$ cat config.mk
export PLATFORM = sky130hd
export DESIGN_NAME = reg_file_sb_flat
export DESIGN_NICKNAME = d
export VERILOG_FILES = /design/src/rtl/reg_file_sb_if.sv /design/src/rtl/reg_file_sb.sv /design/src/flat_wrapper.sv
export SDC_FILE = /design/constraint.sdc
export NUM_CORES = 1
export LEC_CHECK = 0
export BUFFER_PORTS_ARGS = -buffer_cell sky130_fd_sc_hd__buf_2
export CORE_MARGIN = 2
export CORE_UTILIZATION = 51
export CTS_CLUSTER_DIAMETER = 150
export DETAILED_ROUTE_END_ITERATION = 16
export HOLD_SLACK_MARGIN = 0.08
export PLACE_DENSITY = 0.7
export SLEW_MARGIN = 20
export SYNTH_ARGS = -nofsm -noshare
export SYNTH_HDL_FRONTEND = slang
export SYNTH_SLANG_ARGS = --single-unit
export TNS_END_PERCENT = 20
$ cat constraint.sdc
create_clock -name clk -period 1.7 [get_ports clk]
set_clock_uncertainty 0.05 [all_clocks]
set_input_delay 0.17 -clock clk [delete_from_list [all_inputs] [get_ports clk]]
set_output_delay 0.17 -clock clk [all_outputs]
set_load 0.05 [all_outputs]
$ cat src/rtl/reg_file_sb_if.sv
// Decode/writeback bus of the scoreboarded register file.
// master = decode/writeback side, slave = reg_file_sb.
interface reg_file_sb_if #(
   parameter int DATA_W = 8,
   parameter int ADDR_W = 3
);
   localparam int DEPTH = 1 << ADDR_W;

   logic [ADDR_W-1:0] rs1_addr;
   logic [ADDR_W-1:0] rs2_addr;
   logic [DATA_W-1:0] rs1_data;
   logic [DATA_W-1:0] rs2_data;
   logic              rs1_busy;
   logic              rs2_busy;
   logic              wr_en;
   logic [ADDR_W-1:0] rd_addr;
   logic [DATA_W-1:0] rd_data;
   logic              rsv_en;
   logic [ADDR_W-1:0] rsv_addr;
   logic              rsv_ready;
   logic              flush;
   logic [DEPTH-1:0]  busy_vec;

   modport master (
      output rs1_addr, rs2_addr, wr_en, rd_addr, rd_data, rsv_en, rsv_addr, flush,
      input  rs1_data, rs2_data, rs1_busy, rs2_busy, rsv_ready, busy_vec
   );

   modport slave (
      input  rs1_addr, rs2_addr, wr_en, rd_addr, rd_data, rsv_en, rsv_addr, flush,
      output rs1_data, rs2_data, rs1_busy, rs2_busy, rsv_ready, busy_vec
   );
endinterface

$ cat src/rtl/reg_file_sb.sv
// Register file with per-register busy scoreboard, two read ports, one write port.
// Latency: reads combinational (optional write bypass); write/reserve/flush land on the edge.
// Backpressure: rsv_ready low drops the reserve; requester holds and retries.
module reg_file_sb #(
   parameter int DATA_W   = 8,
   parameter int ADDR_W   = 3,
   parameter int ZERO_REG = 0,
   parameter int BYPASS   = 1
) (
   input  logic          clk,
   input  logic          rst_n,
   reg_file_sb_if.slave  bus
);
   localparam int DEPTH = 1 << ADDR_W;

   logic [DATA_W-1:0] regs_q [DEPTH];
   logic [DEPTH-1:0]  busy_q;
   logic [DEPTH-1:0]  busy_d;

   logic wr_ok;
   logic rsv_acc;
   logic hit1;
   logic hit2;

   function automatic logic is_zero(input logic [ADDR_W-1:0] a);
      return (ZERO_REG != 0) && (a == '0);
   endfunction

   // Writes are masked while reset is held so the bypass path is dead too.
   assign wr_ok = bus.wr_en & rst_n & ~is_zero(bus.rd_addr);
   assign hit1  = (BYPASS != 0) && wr_ok && (bus.rd_addr == bus.rs1_addr);
   assign hit2  = (BYPASS != 0) && wr_ok && (bus.rd_addr == bus.rs2_addr);

   always_comb begin
      bus.rs1_data = is_zero(bus.rs1_addr) ? '0 : regs_q[bus.rs1_addr];
      bus.rs2_data = is_zero(bus.rs2_addr) ? '0 : regs_q[bus.rs2_addr];
      bus.rs1_busy = busy_q[bus.rs1_addr];
      bus.rs2_busy = busy_q[bus.rs2_addr];
      if (hit1) begin
         bus.rs1_data = bus.rd_data;
         bus.rs1_busy = 1'b0;
      end
      if (hit2) begin
         bus.rs2_data = bus.rd_data;
         bus.rs2_busy = 1'b0;
      end
   end

   // A writeback retiring the old producer frees the slot for a new one this cycle.
   assign bus.rsv_ready = ~busy_q[bus.rsv_addr] | (wr_ok & (bus.rd_addr == bus.rsv_addr));
   assign rsv_acc       = bus.rsv_en & bus.rsv_ready & rst_n & ~is_zero(bus.rsv_addr);
   assign bus.busy_vec  = busy_q;

   always_comb begin
      busy_d = bus.flush ? '0 : busy_q;
      if (wr_ok)   busy_d[bus.rd_addr]  = 1'b0;
      if (rsv_acc) busy_d[bus.rsv_addr] = 1'b1;
   end

   always_ff @(posedge clk or negedge rst_n) begin
      if (!rst_n) begin
         busy_q <= '0;
         for (int i = 0; i < DEPTH; i++) regs_q[i] <= '0;
      end else begin
         busy_q <= busy_d;
         if (wr_ok) regs_q[bus.rd_addr] <= bus.rd_data;
      end
   end
endmodule

$ cat src/flat_wrapper.sv
// flat-port wrapper written by rule: the top's interface ports become plain ports
module reg_file_sb_flat 
#(
   parameter int DATA_W   = 8,
   parameter int ADDR_W   = 3,
   parameter int ZERO_REG = 0,
   parameter int BYPASS   = 1
)
  (clk, rst_n, bus_rs1_addr, bus_rs2_addr, bus_wr_en, bus_rd_addr, bus_rd_data, bus_rsv_en, bus_rsv_addr, bus_flush, bus_rs1_data, bus_rs2_data, bus_rs1_busy, bus_rs2_busy, bus_rsv_ready, bus_busy_vec);
  reg_file_sb_if #(.DATA_W(DATA_W), .ADDR_W(ADDR_W)) bus_i ();
  input  logic clk;
  input  logic rst_n;
  input wire logic [$bits(bus_i.rs1_addr)-1:0] bus_rs1_addr;
  input wire logic [$bits(bus_i.rs2_addr)-1:0] bus_rs2_addr;
  input wire logic [$bits(bus_i.wr_en)-1:0] bus_wr_en;
  input wire logic [$bits(bus_i.rd_addr)-1:0] bus_rd_addr;
  input wire logic [$bits(bus_i.rd_data)-1:0] bus_rd_data;
  input wire logic [$bits(bus_i.rsv_en)-1:0] bus_rsv_en;
  input wire logic [$bits(bus_i.rsv_addr)-1:0] bus_rsv_addr;
  input wire logic [$bits(bus_i.flush)-1:0] bus_flush;
  output wire logic [$bits(bus_i.rs1_data)-1:0] bus_rs1_data;
  output wire logic [$bits(bus_i.rs2_data)-1:0] bus_rs2_data;
  output wire logic [$bits(bus_i.rs1_busy)-1:0] bus_rs1_busy;
  output wire logic [$bits(bus_i.rs2_busy)-1:0] bus_rs2_busy;
  output wire logic [$bits(bus_i.rsv_ready)-1:0] bus_rsv_ready;
  output wire logic [$bits(bus_i.busy_vec)-1:0] bus_busy_vec;
  assign bus_i.rs1_addr = bus_rs1_addr;
  assign bus_i.rs2_addr = bus_rs2_addr;
  assign bus_i.wr_en = bus_wr_en;
  assign bus_i.rd_addr = bus_rd_addr;
  assign bus_i.rd_data = bus_rd_data;
  assign bus_i.rsv_en = bus_rsv_en;
  assign bus_i.rsv_addr = bus_rsv_addr;
  assign bus_i.flush = bus_flush;
  assign bus_rs1_data = bus_i.rs1_data;
  assign bus_rs2_data = bus_i.rs2_data;
  assign bus_rs1_busy = bus_i.rs1_busy;
  assign bus_rs2_busy = bus_i.rs2_busy;
  assign bus_rsv_ready = bus_i.rsv_ready;
  assign bus_busy_vec = bus_i.busy_vec;
  reg_file_sb #(.DATA_W(DATA_W), .ADDR_W(ADDR_W), .ZERO_REG(ZERO_REG), .BYPASS(BYPASS)) u_core (.clk(clk), .rst_n(rst_n), .bus(bus_i));
endmodule
== After elaboration in Yosys (flattened, before gate mapping) ==
Cells that the tools add are included.

* Output and inout bits: 27
* Flip-flop bits (word level): 72

* Multiplexer cells: 26
* Eq/ne operators: 3
* Order comparisons: 10
* Reduce and logical (&&, ||, !) cells: 5
* Bitwise operators: 12

{| class="wikitable"
|+ Operators by type and width
! operator !! number
|-
| 8-bit two-way mux || 10
|-
| 64-bit bitwise mux || 1
|-
| 8-bit binary-select mux with 3-bit select || 2
|-
| 8-bit demux with 3-bit select || 1
|-
| 3-bit by 4-bit < comparator with 1-bit output (second input constant) || 4
|-
| 4-bit >= comparator (second input constant) || 3
|-
| 3-bit NOT with 4-bit output || 3
|-
| 1-bit binary-select mux with 3-bit select || 3
|-
| 3-bit equality test || 3
|-
| 8-bit AND || 1
|-
| 8-bit NOT || 1
|-
| 8-bit OR || 1
|-
| 1-bit two-way mux || 7
|-
| 1-bit demux with 3-bit select || 2
|-
| 3-bit by 1-bit >= comparator with 1-bit output (second input constant) || 2
|-
| 1-bit logical AND || 5
|-
| 1-bit AND || 4
|-
| 4-bit by 1-bit < comparator with 1-bit output (second input constant) || 1
|-
| 1-bit NOT || 1
|-
| 1-bit OR || 1
|}

== Longest topological paths before layout ==
Gate-level depths: netlist of the first run.

* Depth after elaboration: 9
* Mapped depth: 7
* Depth with buffers taken out: 4

== Worst setup path after synthesis of the first run ==
OpenSTA, ideal clock, no wires.

* Path type: in2out
* Start point: in bus_rs2_addr[1]
* End point: out bus_rs2_data[0]
* Data arrival time: 1.906 ns
* Setup slack: -0.426 ns
* Required time: 1.480 ns
* Stages on the path: 6
* Cell sequence: buf_4 buf_4 xnor2_1 nand4_2 buf_4 a31oi_1

* Word-level cells in the longest chain between the ends: 5
* Elaborated cells on any way between the ends: 7

{| class="wikitable"
|+ RTL lines
! what !! line !! text
|-
| start: declaration || flat_wrapper.sv:14 || <nowiki>input wire logic [$bits(bus_i.rs2_addr)-1:0] bus_rs2_addr;</nowiki>
|-
| 3-bit NOT with 4-bit output (not written as such) || reg_file_sb.sv:36 || <nowiki>bus.rs2_data = is_zero(bus.rs2_addr) ? '0 : regs_q[bus.rs2_addr];</nowiki>
|-
| 8-bit binary-select mux with 3-bit select || reg_file_sb.sv:36 ||
|-
| 8-bit two-way mux (not written as such) (2 in series) || reg_file_sb.sv:36 ||
|-
| 8-bit two-way mux (*) || reg_file_sb.sv:43 || <nowiki>if (hit2) begin</nowiki>
|-
| end: declaration || flat_wrapper.sv:22 || <nowiki>output wire logic [$bits(bus_i.rs2_data)-1:0] bus_rs2_data;</nowiki>
|}

Every way passes the cells marked *; elsewhere a longest branch is shown, timed or not. The select of a mux whose other input is x is not followed.

== Final worst setup path of the first run ==
* Start point: reg u_core.busy_q[0] (netlist: u_core.bus.busy_vec[0])
* End point: out bus_rs2_busy

* Word-level cells in the longest chain between the ends: 3

{| class="wikitable"
|+ RTL lines
! what !! line !! text
|-
| start: declaration || reg_file_sb.sv:17 || <nowiki>logic [DEPTH-1:0] busy_q;</nowiki>
|-
| start signal: assignment || reg_file_sb.sv:65 || <nowiki>busy_q <= busy_d;</nowiki>
|-
| 1-bit binary-select mux with 3-bit select || reg_file_sb.sv:38 || <nowiki>bus.rs2_busy = busy_q[bus.rs2_addr];</nowiki>
|-
| 1-bit two-way mux (not written as such) || reg_file_sb.sv:38 ||
|-
| 1-bit two-way mux || reg_file_sb.sv:43 ||
|-
| end: declaration || flat_wrapper.sv:24 || <nowiki>output wire logic [$bits(bus_i.rs2_busy)-1:0] bus_rs2_busy;</nowiki>
|}

No other way between the ends. The select of a mux whose other input is x is not followed.

==> results of run 1 <==
## where the power goes
group          internal (mW)  switching (mW)  leakage [nW]  total [mW]
clock network          0.984           0.668         0.117        1.65
logic                   1.10           0.993          1.48        2.09
registers               2.07           0.304         0.890        2.38
total                   4.15            1.97          2.49        6.12
## cells by family (layout without fill, tap and decap cells)
| family | count (synthesis) | after routing | share of synthesized area, % |
|---|---|---|---|
| flops | 72 | 72 | 40.3 |
| mux | 104 | 104 | 36.9 |
| buf+inv | 37 | 124 | 4.70 |
| xor+xnor | 9 | 9 | 1.76 |
| simple gates | 90 | 90 | 12.1 |
| compound gates | 26 | 26 | 4.23 |
## state kept, by name, indices dropped and copies added, names as in the netlist
| signal | count |
|---|---|
| u_core.regs_q | 64 |
| u_core.bus.busy_vec | 8 |
## timing repair
item                                    CTS  global route
hold buffers                              2             0
hold endpoints to repair                 25             0
pin swaps                                 9             4
resized for setup                        44             9
buffers inserted                          1             0
endpoints found under the setup margin   19            19
## cell usage in the layout (no fill, tap or decap), types with 4 or more instances in the layout
cell | Yosys | routed
sky130_fd_sc_hd__mux4_2 | 37 | 37
sky130_fd_sc_hd__mux2_1 | 5 | 5
sky130_fd_sc_hd__nand2_2 | 1 | 6
sky130_fd_sc_hd__clkbuf_8 | 0 | 9
sky130_fd_sc_hd__xnor2_1 | 6 | 6
sky130_fd_sc_hd__nand2b_4 | 0 | 4
sky130_fd_sc_hd__mux2_2 | 43 | 43
sky130_fd_sc_hd__nand2_1 | 20 | 15
sky130_fd_sc_hd__a31oi_2 | 0 | 12
sky130_fd_sc_hd__buf_2 | 8 | 32
sky130_fd_sc_hd__nand2b_1 | 18 | 14
sky130_fd_sc_hd__buf_6 | 4 | 20
sky130_fd_sc_hd__nor3_1 | 6 | 6
sky130_fd_sc_hd__inv_1 | 6 | 6
sky130_fd_sc_hd__mux2_4 | 17 | 17
sky130_fd_sc_hd__a31oi_4 | 0 | 4
sky130_fd_sc_hd__dfrtp_1 | 72 | 69
sky130_fd_sc_hd__nor2_1 | 20 | 18
sky130_fd_sc_hd__buf_4 | 8 | 46
## stage by stage
stage          util, %  std cells  hold slack (ns)  power (mW)  worst slack [ns]
2_1_floorplan        -        338           -0.176        3.81            -0.178
3_3_place_gp      60.5        514            0.106        4.20            0.0126
3_5_place_dp      60.5        514            0.101        4.27           -0.0298
4_1_cts           65.3        533            0.122        6.09            -0.218
5_1_grt           65.9        533            0.140        6.37            -0.260
6_report          65.9        533            0.130        6.12            -0.207
## final timing paths
kind                                          end                   start  slack, ns  cells after the start
min in group asynchronous  u_core.bus.busy_vec[4]                   rst_n       0.40                      3
max                                  bus_rs2_busy  u_core.bus.busy_vec[0]      -0.21                      5
min                             u_core.regs_q[35]          bus_rd_data[3]       0.13                      2
min reg2reg                     u_core.regs_q[35]       u_core.regs_q[35]       0.46                      1
max in group asynchronous       u_core.regs_q[30]                   rst_n       0.36                      4
max reg2reg                u_core.bus.busy_vec[6]  u_core.bus.busy_vec[0]       0.16                      5
## layer usage
| layer | global-route usage (%) | up-vias | wire, µm | share of wire (%) |
|---|---|---|---|---|
| met1 | 33.7 | 1693 | 4890 | 42 |
| met4 | 7.26 | 0 | 261 | 2.2 |
| met3 | 2.88 | 23 | 471 | 4.0 |
| met5 | 0 | - | 0 | 0 |
| li1 | - | 1429 | - | - |
| met2 | 45.6 | 117 | 6050 | 52 |
## final cells by class
type	count	area, µm²	area share, %
repair buffers	102	791	14.0
flip-flops and latches	72	1810	31.9
clock buffers	10	128	2.25
well taps	108	135	2.39
inverters	6	22.5	0.398
multi-input cells	229	2670	47.1
clock inverters	6	115	2.03
## worst reg2reg max path, cell delays in order (launching register included)
cell and delay [ns]:
sky130_fd_sc_hd__dfrtp_2 0.37, sky130_fd_sc_hd__nor2b_1 0.16, sky130_fd_sc_hd__a2111oi_2 0.06, sky130_fd_sc_hd__or3_4 0.38, sky130_fd_sc_hd__buf_4 0.17, sky130_fd_sc_hd__a211o_1 0.25
==> results.py, run 1 <==
metrics = {
    "global_route": {
        "global_route.usage.total_pct": 25.7,
        "grt_antenna_before_repair": 0,
        "grt_remaining_overflow": 0,
        "grt_pass1_wl_um": 19000,
        "vias_in_the_first_global_route": 3486,
        "grt_start_max_net_pins": 50,
    },
    "place": {
        "gpl.final_weighted_congestion": 0.901,
        "port-buffer-count": 51,
        "dp.final_hpwl_um": 8280,
        "post_dp_cell_area_um2": 5200,
    },
    "setup_path": {
        "element_type_at_the_critical_path_start": "flop",
        "path_class": "flop to output pin",
        "slowest_stage_cell_crit_path": "sky130_fd_sc_hd__mux4_2",
        "most_frequent_cell_on_critical_path": "sky130_fd_sc_hd__buf_6",
        "path_max_fanout": 3,
        "worst_setup_path_end_kind": "output pin",
        "worst_path_largest_cell_delay_ns": 0.46,
        "worst_ep_required_time_ns": 1.48,
        "arrival_ns": 1.69,
        "critical-path-top-delay-family": "multiplexers",
        "worst-path-buf-inv": 2,
        "worstPathCellList": "buf_6 -> mux4_2 -> mux2i_2 -> nor2_2 -> buf_6",
    },
    "timing": {
        "finalCritPeriodShare_pct": 112,
        "maxSlewHeadroom_pct": 56.4,
        "rsz0062_at_grt": "true",
        "setup_violating_endpoint_count_in_the_final_report": 19,
        "tightestPinTransition_ns": 0.654,
        "max_clock_freq_mhz": 524,
        "fin_ws_ns": -0.207,
        "drv_slew": 0,
        "tns_ns": -2.33,
        "final.min_clock_period_ns": 1.91,
        "hold_viol_final": 0,
    },
    "synth": {
        "mappedNetlistNets": 363,
        "average_instance_area_after_synthesis_um2": 13.2,
        "synth-edff-count": 0,
        "yosysUniqueCellTypes": 43,
        "ys.flop_type": "sky130_fd_sc_hd__dfrtp_1",
        "synthTopCellsByArea": "sky130_fd_sc_hd__dfrtp_1, sky130_fd_sc_hd__mux4_2, sky130_fd_sc_hd__mux2_2",
        "ys.warnings.count": 0,
        "synth.most_common_cell": "sky130_fd_sc_hd__dfrtp_1",
        "synth_seq_cells": 72,
        "synth_top_area_cell": "sky130_fd_sc_hd__dfrtp_1",
        "syn_inst": 338,
        "synth-seq-area-share_pct": 40.3,
        "post_synth_most_frequent_cells": "sky130_fd_sc_hd__dfrtp_1, sky130_fd_sc_hd__mux2_2, sky130_fd_sc_hd__mux4_2",
        "ys_async_sr_fraction_pct": 100,
        "yosys.area.top_type_share_pct": 40.3,
        "syn_area_um2": 4470,
    },
    "clocking": {
        "clk_latency_ns": 0.34,
        "cts_tree": "built",
        "cts_root_buf": "sky130_fd_sc_hd__clkbuf_8",
        "cts-buffers-inserted": 9,
        "cts_buffer_depth": 2,
        "clock_sink_count": 72,
        "cts_max_level": 3,
        "clock_transition_at_the_registers_of_the_reported_paths_ns": 0.08,
    },
    "floorplan": {
        "dieArea_um2": 9530,
        "core.rowCount": 34,
        "fp.dieH_um": 97.6,
        "start_util_pct": 52.0,
        "die_width_um": 97.6,
        "io-pin-count": 52,
        "core_um2": 8590,
    },
    "route": {
        "drt_first_iter_violations": 153,
        "final_antenna_net_count": 0,
        "routed-via-count": 3262,
        "drt_drc_violations_left": 0,
        "wire_per_inst_um": 21.9,
        "detail_route.wirelength_um": 11700,
        "detail_route.first_pass.iterations": 4,
        "route.detailed.vias_per_inst": 6.12,
    },
    "worst_hold_path": {
        "worst_hold_path_type": "primary input to flop",
    },
    "flow_run": {
        "drv_cap": 0,
    },
    "final_layout": {
        "num-nets-final": 445,
        "antenna_cells_inserted": 0,
        "final_cell_area_um2": 5660,
        "post_route_cells_drive_above_1_share_pct": 60.9,
        "num-fill-cells": 652,
        "syn2layout_area_growth_pct": 26.7,
    },
    "pwr": {
        "worst_ir_drop_vdd_mv": 0.700,
        "leakage_power_nw": 2.49,
        "cellPowerDensity_nw_per_um2": 1080,
    },
    "run_status": {
        "violations": "setup timing",
        "outcome": "complete, but fails checks",
    },
}
No activity file was read; power rests on OpenSTA's default activity.
==> run 2, diff against run 1 <==
- ABC_AREA: default -> 0
- clock period: 1.7 -> 2.05 ns (I/O delays scaled with it)
==> run 2 against run 1 <==
  * Cell count down 5.1%
  * First-iteration DRC count is 22% lower
  * The run now ends clean
  * Power fell by 25%
  * Via count decreased by 4.7%
  * Core utilization fell by 5.9 points
  * Die area unchanged
  * Highest routed layer unchanged
==> results.py, run 2 (synthesis gave the netlist of run 1 again) <==
metrics = {
    "setup_path": {
        "slowest_stage_cell_crit_path": "sky130_fd_sc_hd__dfrtp_1",
        "path_class": "flop to output pin",
        "worst-path-buf-inv": 1,
        "path_max_fanout": 5,
        "element_type_at_the_critical_path_start": "flop",
        "crit_cells": 5,
        "critical-path-top-delay-family": "simple AND/OR/NAND/NOR gates",
        "arrival_ns": 1.73,
        "worstPathCellList": "nor2b_4 -> a2111oi_4 -> or3_1 -> a21o_1 -> buf_6",
        "worst_ep_required_time_ns": 1.79,
        "worst_r2r_path_depth": 5,
        "worst_path_largest_cell_delay_ns": 0.43,
        "worst_setup_path_end_kind": "output pin",
    },
    "route": {
        "routed-via-count": 3109,
        "detail_route.first_pass.iterations": 4,
        "detail_route.wirelength_um": 10600,
        "route.detailed.vias_per_inst": 6.14,
        "drt_drc_violations_left": 0,
        "drt_first_iter_violations": 119,
        "final_antenna_net_count": 0,
        "wire_per_inst_um": 21.0,
    },
    "clocking": {
        "clock_sink_count": 72,
        "cts-buffers-inserted": 9,
        "clk_latency_ns": 0.34,
        "cts_post_setup_buffers_inserted": 0,
        "cts_max_level": 3,
        "cts_tree": "built",
        "clock_transition_at_the_registers_of_the_reported_paths_ns": 0.08,
        "cts_buffer_depth": 2,
        "cts_root_buf": "sky130_fd_sc_hd__clkbuf_8",
    },
    "timing": {
        "rsz0062_at_grt": "false",
        "hold_viol_final": 0,
        "tightestPinTransition_ns": 0.687,
        "finalCritPeriodShare_pct": 96.8,
        "setup_violating_endpoint_count_in_the_final_report": 0,
        "max_clock_freq_mhz": 504,
        "drv_slew": 0,
        "holdWs_ns": 0.105,
        "maxSlewHeadroom_pct": 54.2,
        "final.min_clock_period_ns": 1.98,
        "fin_ws_ns": 0.0661,
    },
    "final_layout": {
        "num-fill-cells": 705,
        "syn2layout_area_growth_pct": 15.3,
        "num-nets-final": 419,
        "multi_input_area_um2": 2490,
        "layout.cells.most_common": "sky130_fd_sc_hd__dfrtp_1",
        "antenna_cells_inserted": 0,
        "post_route_cells_drive_above_1_share_pct": 51.0,
        "top_register": "u_core.regs_q",
        "final_cell_mix": "sky130_fd_sc_hd__dfrtp_1, sky130_fd_sc_hd__buf_2, sky130_fd_sc_hd__mux2_2, sky130_fd_sc_hd__mux4_2, sky130_fd_sc_hd__buf_4",
        "sequential_cell_area_in_the_final_layout_um2": 1800,
        "flip_flop_count_of_the_largest_register_after_layout": 64,
    },
    "flow_run": {
        "drv_cap": 0,
    },
    "pwr": {
        "cellPowerDensity_nw_per_um2": 895,
        "leakage_power_nw": 2.29,
        "worst_ir_drop_vdd_mv": 0.396,
        "total_power_of_the_final_layout_mw": 4.61,
    },
    "run_status": {
        "outcome": "complete, no violations",
    },
    "floorplan": {
        "dieArea_um2": 9530,
        "io-pin-count": 52,
        "start_util_pct": 52.0,
        "fp.dieH_um": 97.6,
        "core.rowCount": 34,
        "core_um2": 8590,
        "die_width_um": 97.6,
    },
    "global_route": {
        "grt_remaining_overflow": 0,
        "vias_in_the_first_global_route": 3271,
        "grt_start_max_net_pins": 44,
        "grt_antenna_before_repair": 0,
        "grt_pass1_wl_um": 17600,
        "global_route.usage.total_pct": 23.8,
    },
    "worst_hold_path": {
        "worst_hold_path_type": "primary input to flop",
        "min_delay_path_depth": 2,
    },
    "place": {
        "pre_cts_slack_ns": 0.174,
        "gpl.final_weighted_congestion": 0.863,
        "dp.final_hpwl_um": 7360,
        "port-buffer-count": 51,
    },
}
run 2: cell types whose count changed in the layout (fill, tap and decap cells not counted), sizes merged:
cell	change
inv	-1
buf	-25
clkinvlp	+1
bufinv	-1
clkinv	+1
clkbuf	-1
dlygate4sd3	-1
run 2: where the power goes:
part	total, mW	internal (mW)	switching (mW)
Combinational	1.45	0.724	0.730
Sequential	1.95	1.72	0.228
Clock	1.21	0.674	0.533
run 2: through the flow:
stage / cell area, µm² / setup TNS (ns) / std cells / utilization [%]
after floorplan: 4470 / -1.21 / 338 / -
after global placement: 4890 / 0 / 490 / 56.9
after detailed placement: 4890 / 0 / 490 / 56.9
after CTS: 5130 / 0 / 506 / 59.8
after global routing: 5150 / 0 / 506 / 59.9
final: 5150 / 0 / 506 / 59.9
run 2: layer usage:
| metal | wire length (µm) | global-route usage (%) | part of all wire (%) | up-vias |
|---|---|---|---|---|
| met3 | 515 | 3.60 | 4.9 | 17 |
| li1 | - | - | - | 1373 |
| met2 | 5350 | 39.7 | 50 | 98 |
| met5 | 0 | 0 | 0 | - |
| met1 | 4540 | 32.1 | 43 | 1621 |
| met4 | 211 | 8.44 | 2.0 | 0 |
run 2: timing repair:
item / CTS / global route
hold endpoints to repair: 29 / 0
hold buffers: 1 / 0
resized for setup: 5 / 4
endpoints found under the setup margin: 1 / 2
run 2: final timing paths:
path                                        start                endpoint  slack (ns)
setup / recovery           u_core.bus.busy_vec[0]           bus_rsv_ready        0.07
hold / removal                          bus_flush  u_core.bus.busy_vec[5]        0.10
setup reg to reg           u_core.bus.busy_vec[0]  u_core.bus.busy_vec[4]        0.41
hold reg to reg                 u_core.regs_q[33]       u_core.regs_q[33]        0.46
max in group asynchronous                   rst_n        u_core.regs_q[2]        0.55
min in group asynchronous                   rst_n       u_core.regs_q[57]        0.48
run 2: layout make-up:
cell class	instances	area share, %
tap	108	2.62
timing repair buffer	76	9.50
clock inverter	6	1.65
sequential	72	35.0
inverter	6	0.437
multi-input combinational	229	48.4
clock buffer	9	2.40
